===== src/rtl/xb_info_pkg.sv =====
// ---------------------------------------------------------------------------
// xb_info_pkg
// Shared constants for the INFO mailbox: the signature entry block at the top
// of the index space, CTRL/status register bit positions, the DM/I-O decode
// boundary and the largest supported entry width.
// ---------------------------------------------------------------------------
package xb_info_pkg;

    // Signature entries live at indices VALID_ADDR..VALID_ADDR+3
    localparam logic [7:0] VALID_ADDR = 8'hFC;
    localparam logic [7:0] SIG_0      = 8'h88;
    localparam logic [7:0] SIG_1      = 8'h76;
    localparam logic [7:0] SIG_2      = 8'h82;
    localparam logic [7:0] SIG_3      = 8'h56;

    // CTRL register bit positions
    localparam int CTRL_AUTOINC = 0;
    localparam int CTRL_BYTE_LO = 4;
    localparam int CTRL_BYTE_HI = 5;
    localparam int CTRL_OOR     = 7;

    localparam int MAX_ENTRY_BYTES = 4;

    // CSR addresses at or above this value are reached through the DM bus
    localparam logic [7:0] DM_BASE = 8'h60;

    // Byte 0 of signature entry VALID_ADDR + sel
    function automatic logic [7:0] sig_value(input logic [1:0] sel);
        case (sel)
            2'd0:    return SIG_0;
            2'd1:    return SIG_1;
            2'd2:    return SIG_2;
            default: return SIG_3;
        endcase
    endfunction

endpackage


===== src/rtl/xb_info_mb_if.sv =====
// ---------------------------------------------------------------------------
// xb_info_mb_if
// CPU-side CSR bus of the INFO mailbox.
//   adr/iowe/iore            I/O-space address, write and read strobes
//   ramadr/ramwe/ramre/dm_sel DM-space address, strobes and select
//   dbus_in                  write data
//   dbus_out/out_en          read data and read-data valid
// master: the CPU side, slave: the mailbox.
// ---------------------------------------------------------------------------
interface xb_info_mb_if;
    logic [5:0] adr;
    logic       iowe;
    logic       iore;
    logic [7:0] ramadr;
    logic       ramwe;
    logic       ramre;
    logic       dm_sel;
    logic [7:0] dbus_in;
    logic [7:0] dbus_out;
    logic       out_en;

    modport master (
        output adr, iowe, iore, ramadr, ramwe, ramre, dm_sel, dbus_in,
        input  dbus_out, out_en
    );

    modport slave (
        input  adr, iowe, iore, ramadr, ramwe, ramre, dm_sel, dbus_in,
        output dbus_out, out_en
    );
endinterface


===== src/rtl/xb_csr_sel.sv =====
// ---------------------------------------------------------------------------
// xb_csr_sel
// Address decode for one CSR. Addresses at or above DM_BASE are matched on
// the DM bus (ramadr qualified by dm_sel); lower addresses are matched on
// the 6-bit I/O bus.
//   o_sel  address hit on the bus that owns ADDR
//   o_we   write strobe of that bus, qualified by o_sel
//   o_re   read strobe of that bus, qualified by o_sel
// ---------------------------------------------------------------------------
module xb_csr_sel
    import xb_info_pkg::*;
#(
    parameter logic [7:0] ADDR = 8'hFF
) (
    input  logic [5:0] i_adr,
    input  logic       i_iowe,
    input  logic       i_iore,
    input  logic [7:0] i_ramadr,
    input  logic       i_ramwe,
    input  logic       i_ramre,
    input  logic       i_dm_sel,
    output logic       o_sel,
    output logic       o_we,
    output logic       o_re
);
    localparam bit IS_DM = (ADDR >= DM_BASE);

    logic w_dm_hit;
    logic w_io_hit;

    assign w_dm_hit = i_dm_sel && (i_ramadr == ADDR);
    assign w_io_hit = (i_adr == ADDR[5:0]);

    assign o_sel = IS_DM ? w_dm_hit : w_io_hit;
    assign o_we  = IS_DM ? (w_dm_hit & i_ramwe) : (w_io_hit & i_iowe);
    assign o_re  = IS_DM ? (w_dm_hit & i_ramre) : (w_io_hit & i_iore);
endmodule


===== src/rtl/xb_info_mb.sv =====
// ---------------------------------------------------------------------------
// xb_info_mb
// INFO mailbox: a pointer/data CSR pair exposing a table of multi-byte info
// entries one byte per read, plus a CTRL/status CSR.
//   clk, rstn   clock and asynchronous active-low reset
//   bus         CSR bus (slave modport)
//   info_tbl    packed entries 1..NUM_ENTRIES-1, entry 1 in the LSBs
// Entry 0 reports NUM_ENTRIES-1, indices 0xFC..0xFF return a signature and
// every other index reads as zero and raises the sticky out-of-range flag.
// Upper bytes are snapshotted on the byte-0 read so a multi-byte entry is
// read coherently.
// ---------------------------------------------------------------------------
module xb_info_mb
    import xb_info_pkg::*;
#(
    parameter logic [7:0] XB_INFO_ADDR      = 8'hFF,
    parameter logic [7:0] XB_INFO_CTRL_ADDR = 8'hFE,
    parameter int         NUM_ENTRIES       = 8,
    parameter int         ENTRY_BYTES       = 2
) (
    input  logic                                   clk,
    input  logic                                   rstn,
    xb_info_mb_if.slave                            bus,
    input  logic [(NUM_ENTRIES-1)*ENTRY_BYTES*8-1:0] info_tbl
);
    localparam int         EW        = ENTRY_BYTES * 8;
    localparam logic [1:0] LAST_BYTE = 2'(ENTRY_BYTES - 1);

    generate
        if (NUM_ENTRIES < 2 || NUM_ENTRIES > 252 ||
            ENTRY_BYTES < 1 || ENTRY_BYTES > MAX_ENTRY_BYTES ||
            XB_INFO_ADDR == XB_INFO_CTRL_ADDR) begin : g_bad_param
            $error("xb_info_mb: illegal parameter combination");
        end
    endgenerate

    logic [7:0] idx_f;
    logic [1:0] byte_f;
    logic       autoinc_f;
    logic       oor_f;

    logic w_info_sel, w_info_we, w_info_re;
    logic w_ctrl_sel, w_ctrl_we, w_ctrl_re;

    xb_csr_sel #(.ADDR(XB_INFO_ADDR)) u_sel_info (
        .i_adr(bus.adr), .i_iowe(bus.iowe), .i_iore(bus.iore),
        .i_ramadr(bus.ramadr), .i_ramwe(bus.ramwe), .i_ramre(bus.ramre),
        .i_dm_sel(bus.dm_sel),
        .o_sel(w_info_sel), .o_we(w_info_we), .o_re(w_info_re)
    );

    xb_csr_sel #(.ADDR(XB_INFO_CTRL_ADDR)) u_sel_ctrl (
        .i_adr(bus.adr), .i_iowe(bus.iowe), .i_iore(bus.iore),
        .i_ramadr(bus.ramadr), .i_ramwe(bus.ramwe), .i_ramre(bus.ramre),
        .i_dm_sel(bus.dm_sel),
        .o_sel(w_ctrl_sel), .o_we(w_ctrl_we), .o_re(w_ctrl_re)
    );

    // A read that coincides with a write to the same CSR has no side effects
    logic w_info_rd_adv;
    assign w_info_rd_adv = w_info_re & ~w_info_we;

    // Unpack the table; slot 0 is the entry-count entry
    logic [EW-1:0] w_tbl [NUM_ENTRIES];
    assign w_tbl[0] = EW'(NUM_ENTRIES - 1);
    generate
        for (genvar gi = 1; gi < NUM_ENTRIES; gi++) begin : g_tbl
            assign w_tbl[gi] = info_tbl[(gi-1)*EW +: EW];
        end
    endgenerate

    // Live value of the entry under the pointer
    logic [EW-1:0] w_entry;
    logic          w_oor;
    always_comb begin
        w_entry = '0;
        w_oor   = 1'b0;
        if (idx_f >= VALID_ADDR) begin
            w_entry = EW'(sig_value(idx_f[1:0]));
        end else if (idx_f < 8'(NUM_ENTRIES)) begin
            for (int e = 0; e < NUM_ENTRIES; e++) begin
                if (idx_f == 8'(e)) w_entry = w_tbl[e];
            end
        end else begin
            w_oor = 1'b1;
        end
    end

    // Byte returned by an INFO read
    logic [7:0] w_rd_byte;
    generate
        if (ENTRY_BYTES > 1) begin : g_snap
            logic [(ENTRY_BYTES-1)*8-1:0] snap_f;
            logic [7:0]                   w_snap_byte;

            always_ff @(posedge clk or negedge rstn) begin
                if (!rstn)
                    snap_f <= '0;
                else if (w_info_rd_adv && byte_f == 2'd0)
                    snap_f <= w_entry[EW-1:8];
            end

            always_comb begin
                w_snap_byte = '0;
                for (int b = 1; b < ENTRY_BYTES; b++) begin
                    if (byte_f == 2'(b)) w_snap_byte = snap_f[(b-1)*8 +: 8];
                end
            end

            assign w_rd_byte = (byte_f == 2'd0) ? w_entry[7:0] : w_snap_byte;
        end else begin : g_nosnap
            assign w_rd_byte = w_entry[7:0];
        end
    endgenerate

    logic [7:0] w_ctrl_data;
    always_comb begin
        w_ctrl_data                            = '0;
        w_ctrl_data[CTRL_OOR]                  = oor_f;
        w_ctrl_data[CTRL_BYTE_HI:CTRL_BYTE_LO] = byte_f;
        w_ctrl_data[CTRL_AUTOINC]              = autoinc_f;
    end

    always_ff @(posedge clk or negedge rstn) begin
        if (!rstn) begin
            idx_f     <= 8'd0;
            byte_f    <= 2'd0;
            autoinc_f <= 1'b1;
            oor_f     <= 1'b0;
        end else begin
            if (w_info_we) begin
                idx_f  <= bus.dbus_in;
                byte_f <= 2'd0;
            end else if (w_info_re) begin
                if (byte_f == 2'd0 && w_oor) oor_f <= 1'b1;
                if (byte_f < LAST_BYTE) begin
                    byte_f <= byte_f + 2'd1;
                end else begin
                    byte_f <= 2'd0;
                    if (autoinc_f) idx_f <= idx_f + 8'd1;
                end
            end
            if (w_ctrl_we) begin
                autoinc_f <= bus.dbus_in[CTRL_AUTOINC];
                if (bus.dbus_in[CTRL_OOR]) oor_f <= 1'b0;
            end
        end
    end

    assign bus.out_en   = w_info_re | w_ctrl_re;
    assign bus.dbus_out = (w_info_sel && w_info_re) ? w_rd_byte   :
                          (w_ctrl_sel && w_ctrl_re) ? w_ctrl_data : 8'h00;
endmodule


===== src/flat_wrapper.sv =====
// flat-port wrapper written by rule: the top's interface ports become plain ports
module xb_info_mb_flat import xb_info_pkg::*;
#(
    parameter logic [7:0] XB_INFO_ADDR      = 8'hFF,
    parameter logic [7:0] XB_INFO_CTRL_ADDR = 8'hFE,
    parameter int         NUM_ENTRIES       = 8,
    parameter int         ENTRY_BYTES       = 2
)
  (clk, rstn, info_tbl, bus_adr, bus_iowe, bus_iore, bus_ramadr, bus_ramwe, bus_ramre, bus_dm_sel, bus_dbus_in, bus_dbus_out, bus_out_en);
  xb_info_mb_if bus_i ();
  input  logic clk;
  input  logic rstn;
  input  logic [(NUM_ENTRIES-1)*ENTRY_BYTES*8-1:0] info_tbl;
  input wire logic [$bits(bus_i.adr)-1:0] bus_adr;
  input wire logic [$bits(bus_i.iowe)-1:0] bus_iowe;
  input wire logic [$bits(bus_i.iore)-1:0] bus_iore;
  input wire logic [$bits(bus_i.ramadr)-1:0] bus_ramadr;
  input wire logic [$bits(bus_i.ramwe)-1:0] bus_ramwe;
  input wire logic [$bits(bus_i.ramre)-1:0] bus_ramre;
  input wire logic [$bits(bus_i.dm_sel)-1:0] bus_dm_sel;
  input wire logic [$bits(bus_i.dbus_in)-1:0] bus_dbus_in;
  output wire logic [$bits(bus_i.dbus_out)-1:0] bus_dbus_out;
  output wire logic [$bits(bus_i.out_en)-1:0] bus_out_en;
  assign bus_i.adr = bus_adr;
  assign bus_i.iowe = bus_iowe;
  assign bus_i.iore = bus_iore;
  assign bus_i.ramadr = bus_ramadr;
  assign bus_i.ramwe = bus_ramwe;
  assign bus_i.ramre = bus_ramre;
  assign bus_i.dm_sel = bus_dm_sel;
  assign bus_i.dbus_in = bus_dbus_in;
  assign bus_dbus_out = bus_i.dbus_out;
  assign bus_out_en = bus_i.out_en;
  xb_info_mb #(.XB_INFO_ADDR(XB_INFO_ADDR), .XB_INFO_CTRL_ADDR(XB_INFO_CTRL_ADDR), .NUM_ENTRIES(NUM_ENTRIES), .ENTRY_BYTES(ENTRY_BYTES)) u_core (.clk(clk), .rstn(rstn), .bus(bus_i), .info_tbl(info_tbl));
endmodule

===== config.mk =====
export PLATFORM = sky130hd
export DESIGN_NAME = xb_info_mb_flat
export DESIGN_NICKNAME = d
export VERILOG_FILES = /design/src/rtl/xb_info_pkg.sv /design/src/rtl/xb_info_mb_if.sv /design/src/rtl/xb_csr_sel.sv /design/src/rtl/xb_info_mb.sv /design/src/flat_wrapper.sv
export SDC_FILE = /design/constraint.sdc
export NUM_CORES = 1
export LEC_CHECK = 0
export CAP_MARGIN = 40
export CORE_MARGIN = 5
export CORE_UTILIZATION = 42
export CTS_CLUSTER_DIAMETER = 120
export DETAILED_ROUTE_END_ITERATION = 10
export PLACE_DENSITY = 0.95
export SLEW_MARGIN = 20
export SYNTH_ARGS = -nofsm -noshare
export SYNTH_HDL_FRONTEND = slang
export SYNTH_SLANG_ARGS = --single-unit

===== constraint.sdc =====
create_clock -name clk -period 6.2 [get_ports clk]
set_input_delay 1.24 -clock clk [delete_from_list [all_inputs] [get_ports clk]]
set_output_delay 1.24 -clock clk [all_outputs]
set_load 0.02 [all_outputs]

* Yosys cells after proc, flatten, opt, wreduce, memory -nomap -nowiden
Cells that the tools add are included.
** Storage, ports and cells
- Bits in registers :: 20
- Input port bits :: 141
- Output and inout bits :: 9
- Logic and storage cells :: 71
** Operators by class
- Add/sub/neg operators :: 2
- Magnitude comparators :: 3
- Eq/ne operators :: 13
- Multiplexer cells :: 29
- Bitwise gates (word level) :: 7
- Reductions and logical operators :: 12
** Operator list (number)
- 16-bit 2-to-1 mux :: 9
- 8-bit 2-to-1 mux :: 8
- 8-bit by 3-bit == test with 1-bit output (second input constant) :: 4
- 8-bit one-hot mux with 3 select lines :: 1
- 8-bit by 2-bit == test with 1-bit output (second input constant) :: 2
- 8-bit == test (second input constant) :: 2
- 8-bit by 1-bit adder with 8-bit output (second input constant) :: 1
- 8-bit by 1-bit == test with 1-bit output (second input constant) :: 1
- 8-bit >= comparator (second input constant) :: 1
- 8-bit logical NOT :: 1
- 8-bit by 4-bit less-than comparator with 1-bit output (second input constant) :: 1
- 1-bit 2-to-1 mux :: 7
- 1-bit logical AND :: 6
- 2-bit 2-to-1 mux :: 3
- 1-bit bitwise AND :: 5
- 2-bit by 1-bit == test with 1-bit output (second input constant) :: 2
- 2-bit logical NOT :: 2
- 2-bit nonzero test :: 2
- 3-bit 2-to-1 mux :: 1
- 3-bit AND reduction :: 1
- 2-bit by 1-bit adder with 2-bit output (second input constant) :: 1
- 2-bit == test (second input constant) :: 1
- 2-bit by 1-bit less-than comparator with 1-bit output (second input constant) :: 1
- 2-bit by 1-bit != test with 1-bit output (second input constant) :: 1
- 2 further kinds :: 2

* Depth between registers and ports, before layout
Gate-level depths: netlist of the first run.
- Depth in word-level cells :: 13
- Gate-level depth with buffers :: 9
- Mapped depth without buffers :: 7

* Cells and area by module
Synthesis of the first run repeated with hierarchy kept, for this count alone.
** Unflattened totals
- Cell total of the unflattened synthesis :: 329
- Area total of the unflattened synthesis :: 2318.5 µm²
** Modules (own cells, without submodules)
- xb_info_mb :: times used 1, cells an instance 312, area an instance 2232.1 µm², seq. area each 501.7 µm²
- xb_csr_sel (u_core.u_sel_ctrl) :: times used 1, cells an instance 9, area an instance 46.3 µm², seq. area each 0.0 µm²
- xb_csr_sel (u_core.u_sel_info) :: times used 1, cells an instance 8, area an instance 40.0 µm², seq. area each 0.0 µm²

* Least setup slack after synthesis of the first run
No wires, ideal clock.
- Path kind :: input to output
- Start point :: input bus_ramadr[3]
- End point :: output bus_dbus_out[0]
- Arrival :: 2.546 ns
- Required time :: 4.960 ns
- Slack :: 2.414 ns
- Cell stages on the path :: 5
- Path buffers :: 0
- Cells stage by stage :: and4_1 > nand3_1 > inv_2 > nand4_1 > o31ai_1
** Between the ends
- Cells in the longest elaborated chain, start to end :: 6
- Elaborated cells on any way between the ends :: 10
- Classes of those cells :: eq/ne (2); mux (2); bitwise (2); reduce/logical (4)
** Ends and longest elaborated chain
- start, declared :: line flat_wrapper.sv:17 : input wire logic [$bits(bus_i.ramadr)-1:0] bus_ramadr;
- 8-bit == test :: line xb_csr_sel.sv:31 : assign w_dm_hit = i_dm_sel && (i_ramadr == ADDR);
- 1-bit logical AND :: line xb_csr_sel.sv:31
- 1-bit bitwise AND :: line xb_csr_sel.sv:36 : assign o_re = IS_DM ? (w_dm_hit & i_ramre) : (w_io_hit & i_iore);
- 1-bit logical AND :: line xb_info_mb.sv:152 : (w_ctrl_sel && w_ctrl_re) ? w_ctrl_data : 8'h00;
- 8-bit 2-to-1 mux :: line xb_info_mb.sv:152
- 8-bit 2-to-1 mux * :: line xb_info_mb.sv:151 : assign bus.dbus_out = (w_info_sel && w_info_re) ? w_rd_byte :
- end, declared :: line flat_wrapper.sv:22 : output wire logic [$bits(bus_i.dbus_out)-1:0] bus_dbus_out;
Mark *: on every way between the ends. The rest lies on a longest branch, timed or not.

* Worst setup path in the final report of the first run
- Start point :: input bus_ramadr[0]
- End point :: output bus_dbus_out[7]
The elaborated chain is that of the path after synthesis.

==> summary.md, run 1 <==
The critical path in this run is classified as in2out. Setup violations remaining at the end of the flow were counted as 0. The number of fillers in the final layout came out at 472. During synthesis, Yosys emitted a total of 0 warnings.

The number of H-tree levels is 1, and the largest net degree at the start of global routing is 38. Registers take 502 um^2. The slew at the pin with the worst max-slew slack works out to 0.880 ns.

Most used routing layer: met2. The final critical-path setup slack was 1.40 ns; the total power density per cell area was 101 nW/um^2. The die is 88.9 um wide. Final cell utilization of the core: 0.683. The final count of hold timing violations was 0. Data on the critical path is required at its endpoint by 4.96 ns. The met3 track demand over resource in global routing was 0.0571; the clock net sink count was 20. The setup TNS after final layout came out at 0 ns.

STA classifies the critical path startpoint as an input port. The later-pin clock latency in the skew report came out at 0.26 ns. Clock skew after layout: 0.00492 ns.

Setup repair after global routing left no endpoint under its margin. In this run the cell area of the synthesized design comes to 2620 um^2. Counting flops and latches in the post-synthesis netlist gives 20. Of all cell types, the one taking the most synthesized area is sky130_fd_sc_hd__dfrtp_1. Starting utilization of the core area: 0.437.

The repair_antennas step left the layout with diodes totalling 0. The number of max-slew violations in the final report was 0. Prior to clock tree synthesis, the placed netlist has a worst setup slack of 1.45 ns.

The analysis attributes to cell leakage a power of 1.53 nW. The region available for standard cell placement spans 5990 um^2. From synthesis to final layout, the design area changed by 56.4%. The run gives 0.273 as the overall global routing resource usage.

The floorplan has 28 rows. The final wirelength came out at 10.9 mm. The combinational group share of total power was 0.423. The tools report the total die area as 7910 um^2. IR analysis of the VDD net gives a maximum drop of 82.4 uV.

After technology mapping, the gate count stands at 376. The proportion of register bits with asynchronous set or reset after synthesis is 1.00. The analysis attributes to net switching a power of 0.000124 W. In the final layout, the multi-input gates occupy 1920 um^2.

The cell-internal power was 0.000290 W; the fraction of power spent switching nets was 0.299. Timing would allow up to 208 MHz. Once the clock tree was built, the resizer swapped 0 gates to a different size. After detailed placement, the design holds a cell count of 565. The die boundary height was 88.9 um; the count of input and output buffers was 141.

The count of buffers added by post-CTS timing repair for setup came out at 0. The netlist uses 55 different library cells. The flow ran to the end, and the final reports show no timing, DRC or antenna violations. The run gives 0.472 as the fraction of met2 tracks used by global routing. The worst min-delay path class is reg2reg. After detailed routing, the average wire length per cell comes to 19.2 um. The tools report the total overflow reported by the global router as 0. Number of design rule violations left after detail routing: 0. The logs give 280 for the DRC violation total after the first TritonRoute iteration and 0.410 for the worst max-slew margin expressed relative to the limit. In this run the remaining antenna-violating nets after routing total 0. The smallest clock period supported by the final layout is computed as 4.80 ns. The number of nets produced by synthesis is 526, and the via count of the first global-routing pass is 3503. After synthesis, the cell types taking the most area are sky130_fd_sc_hd__dfrtp_1 (18%), sky130_fd_sc_hd__nand2_1 (8.3%), sky130_fd_sc_hd__a21oi_1 (7.1%). The run gives 3625 as the routed via count. Along the worst path, the maximum fanout reaches 18.

The number of clock buffers added by TritonCTS is 3. The share of the synthesized area in the top cell type was 0.182; the first-pass GRT wire length was 16.9 mm. STA classifies the critical path endpoint as a primary output.

The tree is rooted in a sky130_fd_sc_hd__clkbuf_8. The proportion of synthesized chip area in sequential cells came out at 0.192. At the end of the flow, the number of nets in the layout was 646. The clock share of power is 0.244.

Worst reg-to-reg setup slack: 3.45 ns. Data on the critical path arrives at its endpoint at 3.56 ns. The post-route clock period utilization was 0.775; the count of pins on the block boundary was 150.

Detailed placement finished with a half-perimeter wire length of 8.52 mm. Routability-driven placement finished with a final weighted congestion of 0.924. TritonCTS built the clock tree.

Across the run, the number of max-cap violations was 0. The initial antenna violation count was 0; the post-detailed-route via-to-cell ratio was 6.36. After clock tree synthesis, the clock-pin slew on the worst setup and hold paths is 0.08 ns.

In this run the deepest clock path goes through 2 buffers. The finished layout holds 570 standard cells, fillers aside. The number of synthesized flops with an enable pin came out at 0.

The most used flip-flop cell after synthesis was sky130_fd_sc_hd__dfrtp_1. Ratio of cells with drive above 1 in the final layout: 0.0646. The average instance area after synthesis is 6.96 um^2, and the number of detailed-route iterations in the first pass is 5. In this run, post-CTS hold repair placed 0 buffers. The tools report the met1 demand-to-capacity share in global routing as 0.328. The run gives 0.332 as the fraction of power consumed by sequential logic.
[final timing paths]
path	from	to	depth (start not counted)
max	bus_ramadr[0]	bus_dbus_out[7]	6
min in group asynchronous	rstn	u_core.idx_f[3]$_DFFE_PN0P_	1
min	u_core.g_snap.snap_f[6]$_DFFE_PN0P_	u_core.g_snap.snap_f[6]$_DFFE_PN0P_	2
max reg2reg	u_core.idx_f[0]$_DFFE_PN0P_	u_core.g_snap.snap_f[2]$_DFFE_PN0P_	9
min reg2reg	u_core.g_snap.snap_f[6]$_DFFE_PN0P_	u_core.g_snap.snap_f[6]$_DFFE_PN0P_	2
max in group asynchronous	rstn	u_core.autoinc_f$_DFFE_PN1P_	2
[cells in the mapped netlist, types with 4 or more instances]
cell type                   n
sky130_fd_sc_hd__nand2_1   58
sky130_fd_sc_hd__nand4_1    4
sky130_fd_sc_hd__a31oi_1   23
sky130_fd_sc_hd__dfrtp_1   19
sky130_fd_sc_hd__o31ai_2    9
sky130_fd_sc_hd__buf_2     14
sky130_fd_sc_hd__o211ai_1   4
sky130_fd_sc_hd__ha_1       9
sky130_fd_sc_hd__a32oi_1   13
sky130_fd_sc_hd__nor2_1    27
sky130_fd_sc_hd__a22oi_1   17
sky130_fd_sc_hd__clkbuf_1  13
sky130_fd_sc_hd__o21ai_0   29
sky130_fd_sc_hd__nand3_1   11
sky130_fd_sc_hd__a211oi_1   4
sky130_fd_sc_hd__buf_1      4
sky130_fd_sc_hd__nor2b_1    8
sky130_fd_sc_hd__inv_1     10
sky130_fd_sc_hd__a21oi_1   37
sky130_fd_sc_hd__o21ai_1    6
[critical path, stage by stage]
cell	delay (ns)
sky130_fd_sc_hd__clkdlybuf4s50_1	0.82
sky130_fd_sc_hd__nand2_1	0.18
sky130_fd_sc_hd__a2111oi_0	0.41
sky130_fd_sc_hd__a311oi_1	0.08
sky130_fd_sc_hd__o22ai_1	0.19
sky130_fd_sc_hd__clkdlybuf4s50_1	0.63
[stage by stage]
stage	hold slack [ns]	power, W	cell area, um^2
2_1_floorplan	0.452	0.000204	2620
3_3_place_gp	0.467	0.000305	4010
5_1_grt	0.533	0.000431	4090
3_5_place_dp	0.474	0.000310	4020
6_report	0.504	0.000414	4090
4_1_cts	0.495	0.000412	4080
[state kept, by name, indices dropped and copies added, names as in the netlist]
| register | count |
|---|---|
| u_core.g_snap.snap_f | 8 |
| u_core.idx_f | 8 |
| u_core.byte_f | 2 |
| u_core.autoinc_f | 1 |
| u_core.oor_f | 1 |
[power groups by stage]
stage / clock, W / sequential, W / combinational [W]
6_report: 0.000101 / 0.000137 / 0.000175
3_3_place_gp: 0 / 0.000140 / 0.000166
4_1_cts: 0.000103 / 0.000137 / 0.000172
3_5_place_dp: 0 / 0.000140 / 0.000171
2_1_floorplan: 0 / 0.000138 / 0.0000660
5_1_grt: 0.000107 / 0.000138 / 0.000186
[final cells by class]
| cell class | instances | area share |
|---|---|---|
| Clock buffer | 4 | 0.0135 |
| Inverter | 11 | 0.0101 |
| Multi-Input combinational cell | 312 | 0.470 |
| Sequential cell | 20 | 0.123 |
| Tap cell | 75 | 0.0229 |
| Timing Repair Buffer | 148 | 0.361 |
[logic make-up after synthesis]
| family | share of synthesized area |
|---|---|
| adders and majority gates | 0.0430 |
| muxes | 0.0163 |
| DFF | 0.192 |
| buffers and inverters | 0.0741 |
| AOI/OAI and AO/OA | 0.431 |
| and+or+nand+nor | 0.244 |
[cells in the final DEF, fill, tap and decap left out, drive strengths merged, types with 13 or more instances in the layout]
cell / count
clkdlybuf4s50: 141
nand2: 58
a21oi: 37
o21ai: 35
nor2: 28
a31oi: 23
dfrtp: 19
a22oi: 17
a32oi: 13
[layer usage]
layer,part of all wire,vias up
li1,-,1660
met1,0.36,1657
met2,0.49,258
met3,0.10,50
met4,0.049,0
met5,0,-
(Power assumes the default switching activity.)
==> run 2, diff against run 1 <==
--- a/config.mk
+++ b/config.mk
@@ -7,10 +7,10 @@
 export LEC_CHECK = 0
 export CAP_MARGIN = 40
 export CORE_MARGIN = 5
-export CORE_UTILIZATION = 42
+export CORE_UTILIZATION = 39
 export CTS_CLUSTER_DIAMETER = 120
 export DETAILED_ROUTE_END_ITERATION = 10
-export PLACE_DENSITY = 0.95
+export PLACE_DENSITY = 0.91
 export SLEW_MARGIN = 20
 export SYNTH_ARGS = -nofsm -noshare
 export SYNTH_HDL_FRONTEND = slang
==> constraint.sdc (replaced) <==
create_clock -name clk -period 4.8 [get_ports clk]
set_input_delay 0.96 -clock clk [delete_from_list [all_inputs] [get_ports clk]]
set_output_delay 0.96 -clock clk [all_outputs]
set_load 0.02 [all_outputs]
==> run 2 against run 1 <==
Effect of this change: count of clock-buffer cells in the layout unchanged; critical path depth increased by 2; clock power increased by 34%; largest power group unchanged; register-to-register slack got worse by 1.1 ns.
==> summary.md, run 2 (synthesis results as in run 1) <==
The worst min-delay path class was reg2reg (unchanged). The floorplan die width was 91.9 um (was 88.9 um); the global placement routability congestion was 0.981 (was 0.924). The setup TNS after final layout was 0 ns (unchanged). Number of max-cap violations: 0 (unchanged). Number of fillers in the final layout: 564 (was 472). The overall power consumption was 0.000544 W (was 0.000414 W). The worst max-slew margin expressed relative to the limit is 0.474 (was 0.410), and the final cell utilization of the core is 0.642 (was 0.683).

The smallest clock period supported by the final layout is computed as 4.34 ns. The highest clock frequency the design can meet was 231 MHz; the via count of the first global-routing pass was 3683 (was 3503). The count of pins on the block boundary is 150 (unchanged).

The worst reg2reg path startpoint is u_core.idx_f[1]$_DFFE_PN0P_ (was u_core.idx_f[0]$_DFFE_PN0P_). The die boundary height was 91.9 um (was 88.9 um). The synthesis-to-layout area growth was 57.6% (was 56.4%); the first-pass GRT wire length was 18.3 mm (was 16.9 mm). Largest net degree at the start of global routing: 40 (was 38). The launch instance of the worst min-delay path is u_core.g_snap.snap_f[1]$_DFFE_PN0P_ (was u_core.g_snap.snap_f[6]$_DFFE_PN0P_).

The DRC violation total after the first TritonRoute iteration came out at 289 (was 280). Hold path depth: 2 (unchanged). The maximum ir drop on the vdd rail came out at 99.5 uV (was 82.4 uV). For the quantity of gates resized following cts, the log shows 0 (unchanged).

The final wirelength was 11.5 mm (was 10.9 mm). Startpoint type of the worst setup path: a register (was an input port). The logs give 29 (was 28) for the cell row count and 3 (unchanged) for the number of buffers created by CTS. The clock input transition at the sequential cells of the worst setup and hold paths is 0.08 ns (about the same).

The run gives 3.38 ns (was 3.56 ns) as the data arrival time of the critical path. The number of cells in the design after placement came out at 573 (was 565). The required arrival time at the worst endpoint is 3.84 ns (was 4.96 ns).

The start point of the critical path is u_core.idx_f[0]$_DFFE_PN0P_ (was bus_ramadr[0]). Largest registers ranked by flip-flop count: u_core.g_snap.snap_f: 8 flops, u_core.idx_f: 8 flops, u_core.byte_f: 2 flops (unchanged). The logs give 0 (unchanged) for the total overflow reported by the global router and 1.55 nW (was 1.53 nW) for the leakage power total. The post-detailed-route via-to-cell ratio is 6.34 (was 6.36), and the antenna diode count is 0 (unchanged). The count of buffers added by post-CTS timing repair for setup was 0 (unchanged); the worst hold margin was 0.490 ns (was 0.504 ns). TritonCTS built the clock tree. The total die area is 8450 um^2 (was 7910 um^2), and the net count reported at finish is 651 (was 646). The post-route clock period utilization is 0.904. Commonest cells after routing, fill and taps aside: sky130_fd_sc_hd__clkdlybuf4s50_1 (141), sky130_fd_sc_hd__nand2_1 (58), sky130_fd_sc_hd__a21oi_1 (37), sky130_fd_sc_hd__o21ai_0 (29), sky130_fd_sc_hd__nor2_1 (27) (unchanged). For the maximum buffer depth of the clock tree, the log shows 2 (unchanged).

The root buffer selected by CTS was sky130_fd_sc_hd__clkbuf_8 (unchanged). For the number of max-slew violations in the final report, the log shows 0 (unchanged). The count of input and output buffers came out at 141 (unchanged).

The maximum fanout along the worst path was 8 (was 18). The non-filler instance count after layout was 577 (was 570); the setup-violating endpoint count in the final report was 0 (unchanged). Total core area: 6420 um^2 (was 5990 um^2). For the estimated wirelength of the detail-placed design, the log shows 8.95 mm (was 8.52 mm). The commonest non-fill, non-tap cell in the layout was sky130_fd_sc_hd__clkdlybuf4s50_1 (unchanged). The number of design rule violations left after detail routing came out at 0 (unchanged). The run finished with clean final reports. The average wire per cell in the routed design was 19.8 um (was 19.2 um); the number of detailed-route iterations in the first pass was 5 (unchanged).

Number of buffers added to fix hold violations after cts: 0 (unchanged). The clock net sink count was 20 (unchanged); the count of cells along the worst register-to-register path was 9 (unchanged). Setup repair after global routing left no endpoint under its margin.

The residual antenna-violating net count after detailed routing came out at 0 (unchanged). Critical path capture point type: a primary output (unchanged). The overall global routing resource usage came out at 0.265 (was 0.273).

The starting utilization of the core area is 0.408 (was 0.437). The slew at the pin with the worst max-slew slack came out at 0.789 ns (was 0.880 ns). The final count of hold timing violations came out at 0 (unchanged). Routed via count: 3657 (was 3625). Later-pin clock latency in the skew report: 0.27 ns (was 0.26 ns).

The ratio of cells with drive above 1 in the final layout came out at 0.0740 (was 0.0646). For the number of H-tree levels, the log shows 1 (unchanged). The initial antenna violation count came out at 0 (unchanged).

Critical path class: reg2out (was in2out). The clock skew after layout came out at 0.00667 ns (was 0.00492 ns). The total power density per cell area was 132 nW/um^2 (was 101 nW/um^2).
-- run 2: changes by cell type in the layout (fill, tap and decap cells not counted), sizes merged --
cell  delta
buf      +5
-- run 2: metrics by stage --
stage	setup slack, ns	area [um^2]
global placement	0.650	4060
finish	0.462	4130
floorplan	1.57	2620
CTS	0.523	4130
global route	0.260	4130
detailed placement	0.624	4070
-- run 2: worst paths after layout --
check	endpoint	slack, ns
min in group asynchronous	u_core.idx_f[6]$_DFFE_PN0P_	0.93
max in group asynchronous	u_core.idx_f[2]$_DFFE_PN0P_	3.47
hold reg to reg	u_core.g_snap.snap_f[1]$_DFFE_PN0P_	0.49
hold / removal	u_core.g_snap.snap_f[1]$_DFFE_PN0P_	0.49
setup reg to reg	u_core.g_snap.snap_f[2]$_DFFE_PN0P_	2.32
setup / recovery	bus_dbus_out[2]	0.46
-- run 2: per-layer routing --
metal / up-vias / track usage / routed length (um) / share of wire
li1: 1671 / - / - / -
met1: 1706 / 0.317 / 4260 / 0.37
met2: 248 / 0.467 / 5700 / 0.50
met3: 32 / 0.0524 / 1080 / 0.094
met4: 0 / 0.105 / 412 / 0.036
met5: - / 0 / 0 / 0
-- run 2: critical path: stages (launching register included) --
cell	delay (ns)
sky130_fd_sc_hd__dfrtp_1	0.47
sky130_fd_sc_hd__inv_1	0.18
sky130_fd_sc_hd__ha_1	0.35
sky130_fd_sc_hd__nor2b_1	0.53
sky130_fd_sc_hd__a211oi_1	0.09
sky130_fd_sc_hd__o21ai_0	0.22
sky130_fd_sc_hd__o221ai_1	0.22
sky130_fd_sc_hd__a311oi_1	0.39
sky130_fd_sc_hd__clkdlybuf4s50_1	0.67
-- run 2: report_power, final --
| group | leakage (nW) | switching [W] | internal (W) |
|---|---|---|---|
| sequential | 0.259 | 0.00000512 | 0.000172 |
| clock | 0.0288 | 0.0000617 | 0.0000733 |
| combinational | 1.27 | 0.0000986 | 0.000132 |
-- run 2: area by class of cell --
type                            count  area, um^2  share of cell area
Clock buffer                        4        55.1              0.0133
Timing Repair Buffer              153        1510               0.366
Multi-Input combinational cell    312        1920               0.466
Inverter                           11        41.3              0.0100
Sequential cell                    20         502               0.122
Tap cell                           77        96.3              0.0234
